===== src/rtl/apb_master_arbiter.sv =====
// Round-robin arbiter sharing one APB master across NUM_REQ requesters; optional ACCESS timeout under APB_ARB_TIMEOUT_EN.
// Latency: grant->rsp_valid is 3 cycles + pready wait states; req_ready is offered only in IDLE, so requesters stall while a transfer is in flight.
module apb_master_arbiter #(
  parameter int NUM_REQ        = 2,
  parameter int ADDR_W         = 32,
  parameter int DATA_W         = 32,
  parameter int TIMEOUT_CYCLES = 16
) (
  input  logic                       pclk,
  input  logic                       presetn,
  input  logic [NUM_REQ-1:0]         req_valid,
  output logic [NUM_REQ-1:0]         req_ready,
  input  logic [NUM_REQ-1:0]         req_write,
  input  logic [NUM_REQ*ADDR_W-1:0]  req_addr,
  input  logic [NUM_REQ*DATA_W-1:0]  req_wdata,
  output logic [NUM_REQ-1:0]         rsp_valid,
  output logic [DATA_W-1:0]          rsp_rdata,
  output logic                       rsp_err,
  output logic [ADDR_W-1:0]          paddr,
  output logic                       psel,
  output logic                       penable,
  output logic                       pwrite,
  output logic [DATA_W-1:0]          pwdata,
  input  logic [DATA_W-1:0]          prdata,
  input  logic                       pready
);

  localparam int GW = (NUM_REQ > 1) ? $clog2(NUM_REQ) : 1;

  localparam logic [1:0] IDLE   = 2'd0;
  localparam logic [1:0] SETUP  = 2'd1;
  localparam logic [1:0] ACCESS = 2'd2;

  logic [1:0]    state;
  logic [GW-1:0] last_grant;
  logic [GW-1:0] grant;
  logic [GW-1:0] idx;
  logic          grant_any;
  logic          timeout_hit;

  // Search upward from the requester after the last winner, wrapping around.
  always_comb begin
    grant     = last_grant;
    grant_any = 1'b0;
    idx       = '0;
    for (int i = 1; i <= NUM_REQ; i++) begin
      idx = GW'((int'(last_grant) + i) % NUM_REQ);
      if (!grant_any && req_valid[idx]) begin
        grant_any = 1'b1;
        grant     = idx;
      end
    end
  end

  assign req_ready = (presetn && state == IDLE && grant_any) ? (NUM_REQ'(1) << grant) : '0;
  assign psel      = (state != IDLE);
  assign penable   = (state == ACCESS);

  always_ff @(posedge pclk or negedge presetn) begin
    if (!presetn) begin
      state      <= IDLE;
      last_grant <= GW'(NUM_REQ - 1);
      paddr      <= '0;
      pwdata     <= '0;
      pwrite     <= 1'b0;
      rsp_valid  <= '0;
      rsp_rdata  <= '0;
    end else begin
      rsp_valid <= '0;
      case (state)
        IDLE: begin
          if (grant_any) begin
            paddr      <= req_addr[grant*ADDR_W +: ADDR_W];
            pwdata     <= req_wdata[grant*DATA_W +: DATA_W];
            pwrite     <= req_write[grant];
            last_grant <= grant;
            state      <= SETUP;
          end
        end
        SETUP: state <= ACCESS;
        ACCESS: begin
          // A pready arriving on the limit cycle wins over the timeout.
          if (pready) begin
            state     <= IDLE;
            rsp_valid <= NUM_REQ'(1) << last_grant;
            rsp_rdata <= pwrite ? '0 : prdata;
          end else if (timeout_hit) begin
            state     <= IDLE;
            rsp_valid <= NUM_REQ'(1) << last_grant;
            rsp_rdata <= '0;
          end
        end
        default: state <= IDLE;
      endcase
    end
  end

`ifdef APB_ARB_TIMEOUT_EN
  localparam int CW = $clog2(TIMEOUT_CYCLES + 1);

  logic [CW-1:0] wait_cnt;

  // wait_cnt holds the number of earlier pready=0 ACCESS cycles of this transfer.
  assign timeout_hit = (state == ACCESS) && !pready && (wait_cnt == CW'(TIMEOUT_CYCLES - 1));

  always_ff @(posedge pclk or negedge presetn) begin
    if (!presetn) begin
      wait_cnt <= '0;
      rsp_err  <= 1'b0;
    end else begin
      rsp_err <= timeout_hit;
      if (state == SETUP)
        wait_cnt <= '0;
      else if (state == ACCESS && !pready)
        wait_cnt <= wait_cnt + 1'b1;
    end
  end
`else
  logic unused_timeout;
  assign unused_timeout = (TIMEOUT_CYCLES > 0);
  assign timeout_hit    = 1'b0;
  assign rsp_err        = 1'b0;
`endif

endmodule


===== config.mk =====
export PLATFORM = sky130hd
export DESIGN_NAME = apb_master_arbiter
export DESIGN_NICKNAME = d
export VERILOG_FILES = /design/src/rtl/apb_master_arbiter.sv
export SDC_FILE = /design/constraint.sdc
export NUM_CORES = 1
export LEC_CHECK = 0
export CAP_MARGIN = 10
export CORE_UTILIZATION = 30
export DETAILED_ROUTE_END_ITERATION = 8
export PLACE_DENSITY = 0.67
export SYNTH_ARGS = -nofsm -noshare
export SYNTH_HDL_FRONTEND = slang
export SYNTH_SLANG_ARGS = --single-unit

===== constraint.sdc =====
create_clock -name pclk -period 2.45 [get_ports pclk]
set_input_delay 0.49 -clock pclk [delete_from_list [all_inputs] [get_ports pclk]]
set_output_delay 0.49 -clock pclk [all_outputs]
set_load 0.1 [all_outputs]

### After elaboration in Yosys (flattened, before gate mapping)

Cells that the tools add are included.

* equality and inequality tests: 4
* add/sub/neg operators: 2
* muxes and demuxes: 17
* shift-type cells: 4
* magnitude comparators: 3
* reductions and logical operators: 9

Operator list (number)
* $shiftx A64 B7 Y32: 2
* $mux W32: 1
* $mux W1: 10
* $mux W2: 5
* $lt A1 B2 Y1 const B: 3
* $pmux W2 S3: 1
* $reduce_and A2 Y1: 3
* $shl A1 B1 Y2 const A: 2
* $logic_and A1 B1 Y1: 3
* $add A1 B1 Y1 const B: 2
* $eq A2 B1 Y1 const B: 1
* $eq A2 B2 Y1 const B: 1
* $logic_not A2 Y1: 1
* $ne A2 B1 Y1 const B: 1
* $ne A2 B2 Y1 const B: 1
* $reduce_bool A2 Y1: 1
* $logic_not A1 Y1: 1

* logic and storage cells: 46
* input port bits: 167
* output and inout bits: 104
* register bits: 102

### Longest topological paths before layout

Gate-level depths: netlist (run 1).

* word-level depth: 9
* gate-level depth with buffers: 6

### Worst setup path after synthesis (run 1)

Ideal clock, no wire load.

* path type: register -> output
* start point: register state[1]
* end point: output req_ready[1]
* path slack: -121 ps
* buffers on the path: 3
* required time: 1960 ps
* stages on the path, launching flop included: 7
* arrival time: 2081 ps
* path through: dfrtp_1 or2_1 buf_2 a211oi_4 buf_4 buf_4 and2_1

* cells in the longest elaborated chain, start to end: 4

Ends and longest elaborated chain
* start, declared: line 34 `logic [1:0] state;`
* start signal, assigned: line 61 `state <= IDLE;`
* start signal, assigned: line 77 `state <= SETUP;`
* start signal, assigned: line 80 `SETUP: state <= ACCESS;`
* $logic_not A2 Y1: line 55 `assign req_ready = (presetn && state == IDLE && grant_any) ? (NUM_REQ'(1) << grant) : '0;`
* $logic_and A1 B1 Y1 (2 in a row): line 55
* $mux W2: line 55
* end, declared: line 12 `output logic [NUM_REQ-1:0] req_ready,`

No other way between the ends.

### Worst setup path after layout (run 1)

* start point: input req_valid[1]
* end point: output req_ready[1]

* cells in the longest elaborated chain, start to end: 8
* elaborated cells on any way between the ends: 13
* classes of those cells: shift (1); mux (9); reduce/logical (3)

Ends and longest elaborated chain
* start, declared: line 11 `input logic [NUM_REQ-1:0] req_valid,`
* $mux W1 (not written as such) (2 in a row): line 48 `if (!grant_any && req_valid[idx]) begin`
* $mux W1: line 48
* $logic_not A1 Y1: line 48
* $logic_and A1 B1 Y1: line 48
* $mux W1: line 48
* $shl A1 B1 Y2 or $logic_and A1 B1 Y1 (tied branches): line 55
* $mux W2 (*): line 55

Mark *: on every way between the ends. The rest lies on a longest branch, timed or not. The select of a mux whose other input is x is not followed.

==> results of run 1 <==
-- worst min path at each step --
| stage | startpoint | endpoint | slack [ps] | cells after the start |
|---|---|---|---|---|
| after floorplan | presetn | paddr[0]$_DFFE_PN0P_ | 190 | 0 |
| after global placement | presetn | paddr[17]$_DFFE_PN0P_ | 370 | 1 |
| after detailed placement | presetn | paddr[23]$_DFFE_PN0P_ | 380 | 1 |
| after CTS | presetn | pwdata[9]$_DFFE_PN0P_ | 6 | 1 |
| after global routing | presetn | pwdata[9]$_DFFE_PN0P_ | 20 | 1 |
| final | presetn | pwdata[9]$_DFFE_PN0P_ | 10 | 1 |
-- kinds of logic (layout without fill, tap and decap cells) --
| family | after synthesis | in the layout | share of synthesized area |
|---|---|---|---|
| buffers and inverters | 43 | 296 | 0.0481 |
| other | 1 | 1 | 0.000834 |
| flip-flops | 102 | 102 | 0.568 |
| AND/OR/NAND/NOR | 74 | 74 | 0.0827 |
| AO/OA/AOI/OAI | 165 | 165 | 0.298 |
| multiplexers | 1 | 1 | 0.00250 |
-- timing repair --
item,4_1_cts,5_1_grt
buffers inserted,0,0
resized for setup,1,1
cloned,0,0
setup endpoints to repair,1,1
-- stage by stage --
| step | std cells | hold WS [ps] |
|---|---|---|
| after floorplan | 386 | 194 |
| after global placement | 808 | 374 |
| after detailed placement | 808 | 378 |
| after CTS | 823 | 6.07 |
| after global routing | 823 | 17.6 |
| final | 823 | 10.8 |
-- cell type report --
type                    count  area share
flip-flops and latches    102       0.345
clock buffers              11      0.0314
well taps                 184      0.0311
clock inverters             4     0.00659
inverters                   3     0.00152
repair buffers            278       0.348
multi-input cells         241       0.236
-- state kept, by name, summed over array words and instances (netlist names) --
register and flops:
last_grant 1, paddr 32, pwdata 32, pwrite 1, rsp_rdata 32, rsp_valid 2, state 2
-- placed cells by master, fill, tap and decap left out, drive strengths merged, types with 2 or more instances in the layout --
master	synthesis	final
buf	21	113
nand2	32	32
a221o	65	65
nor2	5	5
clkbuf	19	11
o21ai	32	32
o21a	65	65
clkdlybuf4s50	0	165
clkinv	0	3
dfrtp	101	101
nand2b	32	32
a211oi	2	2
inv	3	3
and2	2	2
-- layer usage --
| metal | wire length [um] | vias up |
|---|---|---|
| li1 | - | 1922 |
| met1 | 6000 | 1969 |
| met2 | 6940 | 180 |
| met3 | 1070 | 25 |
| met4 | 395 | 0 |
| met5 | 0 | - |
==> flow_metrics.tcl, run 1 <==
set metrics [dict create \
    finClkSkew_ps 7.18 \
    grt_antenna_before_repair 0 \
    synth-edff-count 0 \
    async_flop_share 1.00 \
    synth_common_cells "dfrtp_1, a221o_1, o21a_1" \
    fp-row-count 44 \
    route.vias.total 4096 \
    netlist.area_leader.share 0.562 \
    place_area_mm2 0.00711 \
    ys_types 23 \
    dp_slack_ps 36.3 \
    r2r_start "last_grant$_DFFE_PN1P_" \
    grt_pass1_wl_um 23400 \
    die_h_um 124 \
    synth.most_common_cell "dfrtp_1" \
    crit_start "req_valid[1]" \
    io_buffers 269 \
    ctsHoldBuffers 0 \
    use_met3 0.0558 \
    critPathLaunchType "input pin" \
    cts_buffers 9 \
    seq_area_mm2 0.00255 \
    worst_pin_slew_ps 724 \
    path_depth 5 \
    setup_tns_ps 0 \
    clk_pin_slew_worst_paths_ps 70 \
    die_x_um 124 \
    synthToLayoutAreaGrowth_pct 64.6 \
    cp_max_fo 3 \
    syn_avg_cell_area_um2 11.6 \
    dp_hpwl_um 10400 \
    worst_slack_ps 163 \
    timing_hold_violations_final 0 \
    cts-root-buf "clkbuf_16" \
    wl_per_cell_um 17.5 \
    drive_gt1_frac 0.210 \
    final_area_mm2 0.00740 \
    crit_path_top_delay_cell "clkdlybuf4s50_1" \
    cts.htree.levels 3 \
    r2r_setup_slack_ps 490 \
    syn_nets 553 \
    slew_violations 0 \
    n_antenna_cell 0 \
    rr_worst_depth 4 \
    grt_usage 0.190 \
    drt_first_iter_violations 145 \
    start_util 0.308 \
    cts_sinks 102 \
    endpoint "req_ready[1]" \
    min_period_over_period 0.933 \
    drc 0 \
    core_mm2 0.0146 \
    ios 271 \
    outcome "completed" \
    syn_inst 386 \
    nets 802 \
    critical_path_arrival_ps 1800 \
    cts_buffer_depth 2 \
    synth-seq-cells 102 \
    grtUsageMet2 0.312 \
    ant_nets 0 \
    regToRegEndpoint "paddr[25]$_DFFE_PN0P_" \
    multiInputGateArea_mm2 0.00175 \
    critPathTopFamily "buffers and inverters" \
    cp-end-kind "output port" \
    die_area_mm2 0.0155 \
    synth_area_mm2 0.00450 \
    grt.busiest_layer "met2" \
    cp.required_ps 1960 \
    grt_pass1_vias 4395 \
    fmax_mhz 437 \
    ys_warn_count 0 \
    period_minus_slack_ps 2290 \
    synth_area_leaders "dfrtp_1, a221o_1, o21a_1" \
    synth_area_leader_cell "dfrtp_1" \
    drt_pass1_iterations 6 \
    fill_cells 1312 \
    rsz0062_at_grt "no" \
    slew_headroom 0.517 \
    gp_congestion 0.752 \
    crit_buf_inv 3 \
    critPathKind "in2out" \
    met1_usage 0.232 \
    clock_latency_ps 340 \
    path_cells "clkdlybuf4s50_1, inv_1, a211oi_4, and2_2, buf_12" \
    cts_tree "built" \
    synth_flop_cell "dfrtp_1" \
    ys_seq_area_frac 0.568 \
    wl_um 14400 \
    fin_util 0.507 \
    slowest_delay_ps 590 \
    routed_via_density 4.98 \
    finalSetupViolations 0 \
    grt_max_degree 67 \
    hp-class "in2async" \
    cap_viol_max_count 0 \
    overflow 0 \
]
Power of run 1 is not shown: default switching activity piles up to over one toggle a cycle in this logic, so the estimate is an artifact.
==> run 2: changes to the inputs <==
Settings changed: SETUP_SLACK_MARGIN from default to 0.2.
==> run 2 against run 1 <==
Against the previous run:
- register-to-register slack barely moved
- wire length up 2.7%
- highest routed layer unchanged
- first-iteration DRC count grew 65%
- flip-flop and latch count unchanged
- global-route usage is 0.15 points lower
- maximum frequency increased by 6.3%
- critical endpoint unchanged
- setup slack improved by 140 ps
- via count grew 1.6%
- clock skew is 3.1 ps higher
==> flow_metrics.tcl, run 2 (synthesis results as in run 1) <==
set metrics [dict create \
    fmax_mhz 465 \
    die_h_um 124 \
    core_mm2 0.0146 \
    period_minus_slack_ps 2150 \
    seq_area_mm2 0.00255 \
    die_area_mm2 0.0155 \
    final_common_cell "clkdlybuf4s50_1" \
    critPathKind "reg2out" \
    worst_pin_slew_ps 730 \
    ctsHoldBuffers 0 \
    timing_hold_violations_final 0 \
    cp.required_ps 1960 \
    cts-root-buf "clkbuf_16" \
    cap_viol_max_count 0 \
    cts_tree "built" \
    slowest_delay_ps 410 \
    rr_worst_depth 4 \
    critPathLaunchType "register" \
    crit_path_top_delay_cell "dfrtp_1" \
    clock_latency_ps 350 \
    cp_max_fo 4 \
    fp-row-count 44 \
    ant_nets 0 \
    synthToLayoutAreaGrowth_pct 66.9 \
    whs_ps 267 \
    cp-end-kind "output port" \
    outcome "completed" \
    path_cells "or2_4, a211oi_4, and2_4, buf_12" \
    ios 271 \
    grt_antenna_before_repair 0 \
    drive_gt1_frac 0.217 \
    clk_pin_slew_worst_paths_ps 70 \
    cts.htree.levels 3 \
    routed_via_density 5.04 \
    grt_pass1_wl_um 23100 \
    overflow 0 \
    slew_headroom 0.513 \
    grt_pass1_vias 4425 \
    gp_congestion 0.752 \
    wl_um 14800 \
    route.vias.total 4162 \
    drt_pass1_iterations 4 \
    multiInputGateArea_mm2 0.00175 \
    drc 0 \
    grt_max_degree 103 \
    start_util 0.308 \
    cts_buffers 9 \
    n_antenna_cell 0 \
    cts_sinks 102 \
    grt_usage 0.188 \
    fill_cells 1299 \
    nets 804 \
    slew_violations 0 \
    die_x_um 124 \
    dp_hpwl_um 10400 \
    final_cell_mix "clkdlybuf4s50_1, buf_4, dfrtp_1" \
    drt_first_iter_violations 239 \
    critical_path_arrival_ps 1660 \
    wl_per_cell_um 17.9 \
    finalSetupViolations 0 \
    cts_buffer_depth 2 \
    min_period_over_period 0.878 \
    io_buffers 269 \
    hp-class "in2async" \
    reg.largest.list "paddr (32), pwdata (32), rsp_rdata (32)" \
    finClkSkew_ps 10.3 \
    rsz0062_at_grt "no" \
]
run 2: changes by cell type in the layout (fill, tap and decap cells not counted), moves of 2 or more:
cell       previous run  this run
buf_12                6         8
bufinv_16             1         3
and2_2                2         0
and2_4                0         2
run 2: layer usage:
layer,share of wire,track usage
met3,0.073,0.0550
met5,0,0
met4,0.028,0.0872
met2,0.48,0.312
met1,0.41,0.225
run 2: stage by stage:
stage	util	worst slack (ps)	TNS, ps	cells	area [um^2]
detailed placement	0.490	-7.44	-14.2	809	7150
CTS	0.514	182	0	825	7490
global placement	0.490	56.7	0	809	7150
finish	0.514	299	0	826	7500
floorplan	-	228	0	386	4500
global route	0.514	235	0	826	7500
run 2: cell type report:
| class | instances | share of cell area |
|---|---|---|
| clock buffers | 11 | 0.0323 |
| multi-input cells | 241 | 0.233 |
| well taps | 184 | 0.0307 |
| flip-flops and latches | 102 | 0.340 |
| repair buffers | 280 | 0.348 |
| inverters | 3 | 0.00150 |
| clock inverters | 5 | 0.0138 |
run 2: worst paths after layout:
path / startpoint / end / slack, ps
worst max-delay path: state[1]$_DFFE_PN0P_ / req_ready[1] / 300
worst min-delay path: presetn / state[1]$_DFFE_PN0P_ / 270
worst max register to register: last_grant$_DFFE_PN1P_ / pwdata[19]$_DFFE_PN0P_ / 500
worst min register to register: rsp_rdata[2]$_DFFE_PN0P_ / rsp_rdata[2]$_DFFE_PN0P_ / 490
max in group asynchronous: presetn / rsp_rdata[31]$_DFFE_PN0P_ / 1760
min in group pclk: rsp_rdata[2]$_DFFE_PN0P_ / rsp_rdata[2]$_DFFE_PN0P_ / 490
run 2: repair_timing:
item / CTS / global route
pin swaps: 1 / 1
endpoints found under the setup margin: 2 / 2
setup buffers: 0 / 1
resized for setup: 1 / 2
hold endpoints to repair: 0 / 0
gates cloned: 0 / 0
run 2: worst max-delay path, delay by kind of cell (launching register included):
family	cells	cell delay, ps
AO/OA/AOI/OAI	1	240
buffers and inverters	1	160
flip-flops	1	410
AND/OR/NAND/NOR	2	500
Power of run 2 is left out for the same reason.
==> run 3: changes to the inputs <==
--- a/config.mk
+++ b/config.mk
@@ -9,5 +9,6 @@
 export CORE_UTILIZATION = 30
 export DETAILED_ROUTE_END_ITERATION = 8
-export PLACE_DENSITY = 0.67
+export DONT_BUFFER_PORTS = 1
+export PLACE_DENSITY = 0.44
 export SETUP_SLACK_MARGIN = 0.2
 export SYNTH_ARGS = -nofsm -noshare
==> constraint.sdc (replaced) <==
create_clock -name pclk -period 2.45 [get_ports pclk]
set_input_delay 0.49 -clock pclk [delete_from_list [all_inputs] [get_ports pclk]]
set_output_delay 0.49 -clock pclk [all_outputs]
set_load 0.02 [all_outputs]
==> run 3 against run 2 <==
Against the previous run:
- the run now ends with hold timing left
- cell area down 34%
- setup slack gained 16 ps
- clock skew is 4.7 ps lower
- critical path type unchanged
==> flow_metrics.tcl, run 3 (synthesis results as in run 1) <==
set metrics [dict create \
    synthToLayoutAreaGrowth_pct 9.49 \
    grt.busiest_layer "met2" \
    stdcell_count 552 \
    internal_power_mw 4.43 \
    final_area_mm2 0.00492 \
    met1_usage 0.186 \
    wl_per_cell_um 21.3 \
    worst_slack_ps 315 \
    nets 530 \
    wl_um 11800 \
    die_h_um 124 \
    cts-root-buf "clkbuf_16" \
    regToRegEndpoint "pwdata[23]$_DFFE_PN0P_" \
    irDropWorstVdd_uv 484 \
    start_util 0.308 \
    drt_first_iter_violations 160 \
    grt_pass1_vias 3145 \
    cts_tree "built" \
    ant_nets 0 \
    die_x_um 124 \
    use_met3 0.0395 \
    dp_slack_ps 507 \
    violations "hold timing" \
    dp_hpwl_um 7820 \
    crit_path_top_delay_cell "dfrtp_1" \
    cts_buffer_depth 2 \
    power_switching_share 0.420 \
    place_area_mm2 0.00461 \
    final_cell_mix "dfrtp_1, o21a_1, a221o_1" \
    final_common_cell "dfrtp_1" \
    n_antenna_cell 0 \
    grtUsageMet2 0.255 \
    seq_power_share 0.523 \
    core_mm2 0.0146 \
    overflow 0 \
    cts_buffers 9 \
    grt_pass1_wl_um 18400 \
    finalSetupViolations 0 \
    power-per-cell-area_mw_per_mm2 1550 \
    critPathKind "reg2out" \
    cp_max_fo 13 \
    period_minus_slack_ps 2140 \
    fp-row-count 44 \
    drc 0 \
    rr_worst_depth 4 \
    drt_pass1_iterations 4 \
    clock_latency_ps 340 \
    p_sw_mw 3.20 \
    cts_sinks 102 \
    whs_ps -169 \
    route.vias.total 3078 \
    drive_gt1_frac 0.0761 \
    die_area_mm2 0.0155 \
    cap_viol_max_count 0 \
    cp.required_ps 1960 \
    worst_pin_slew_ps 947 \
    cp-end-kind "output port" \
    r2r_start "state[1]$_DFFE_PN0P_" \
    hp-class "in2async" \
    r2r_setup_slack_ps 630 \
    min_period_over_period 0.872 \
    timing_hold_violations_final 101 \
    pwr-share-comb 0.282 \
    fmax_mhz 468 \
    critPathLaunchType "register" \
    slew_violations 0 \
    ios 271 \
    gp_congestion 0.749 \
    reg.largest.list "paddr (32), pwdata (32), rsp_rdata (32)" \
    clk_pin_slew_worst_paths_ps 70 \
    grt_usage 0.154 \
    power_mw 7.63 \
    fill_cells 1454 \
    routed_via_density 5.58 \
    cts.htree.levels 3 \
    slew_headroom 0.369 \
    slowest_delay_ps 400 \
    path_cells "or2_4, a211oi_4, and2_2" \
    setup_tns_ps 0 \
    grt_antenna_before_repair 0 \
    dp_cells 536 \
    io_buffers 0 \
    outcome "finished with violations" \
    critical_path_arrival_ps 1650 \
    power.leakage_nw 2.08 \
    grt_max_degree 105 \
    finClkSkew_ps 5.61 \
    rsz0062_at_grt "no" \
    clock_power_share 0.195 \
]
-- run 3: changes by cell type in the layout (fill, tap and decap cells not counted), moves of 2 or more --
cell	delta
clkdlybuf4s50_1	-164
buf_4	-103
buf_12	-6
and2_4	-2
bufinv_16	-2
clkbuf_8	+2
-- run 3: repair_timing --
action | 4_1_cts | 5_1_grt
endpoints found under the hold margin | 102 | 102
resized for setup | 2 | 0
setup endpoints to repair | 2 | 0
buffers inserted | 0 | 0
-- run 3: worst max path at each step --
stage / from / slack, ps / end
2_1_floorplan: state[1]$_DFFE_PN0P_ / 400 / req_ready[1]
3_3_place_gp: state[1]$_DFFE_PN0P_ / 510 / req_ready[1]
3_5_place_dp: state[1]$_DFFE_PN0P_ / 510 / req_ready[1]
4_1_cts: last_grant$_DFFE_PN1P_ / 280 / req_ready[0]
5_1_grt: state[0]$_DFFE_PN0P_ / 220 / req_ready[1]
6_report: state[1]$_DFFE_PN0P_ / 310 / req_ready[1]
-- run 3: critical path: cells and delay by family, from the launching register on --
family	cells	cell delay, ps
flip-flops	1	400
AO/OA/AOI/OAI	1	290
AND/OR/NAND/NOR	2	610
-- run 3: final cells by class --
type,count,area [um^2],share of cell area
clock buffer,13,270,0.0549
clock inverter,3,42.5,0.00864
inverter,3,11.3,0.00229
multi-input combinational,241,1740,0.354
sequential,102,2550,0.519
tap,184,230,0.0468
timing repair buffer,6,70.1,0.0142
-- run 3: power by group through the flow --
stage,logic (mW),registers [mW],clock network [mW]
after floorplan,1.92,3.77,0
after global placement,2.09,4.04,0
after detailed placement,2.17,4.03,0
after CTS,2.18,4.01,1.54
after global routing,2.42,4.08,1.61
final,2.15,3.99,1.49
-- run 3: per-stage QoR --
stage,hold slack (ps),utilization
2_1_floorplan,194,-
3_3_place_gp,196,0.316
3_5_place_dp,197,0.316
4_1_cts,-192,0.337
5_1_grt,-192,0.337
6_report,-169,0.337
-- run 3: routing by layer --
layer / part of all wire / up-vias / wire length (um)
li1: - / 1380 / -
met1: 0.42 / 1526 / 4940
met2: 0.50 / 159 / 5860
met3: 0.063 / 13 / 741
met4: 0.018 / 0 / 216
met5: 0 / - / 0
Power figures use the tool's default switching activity.
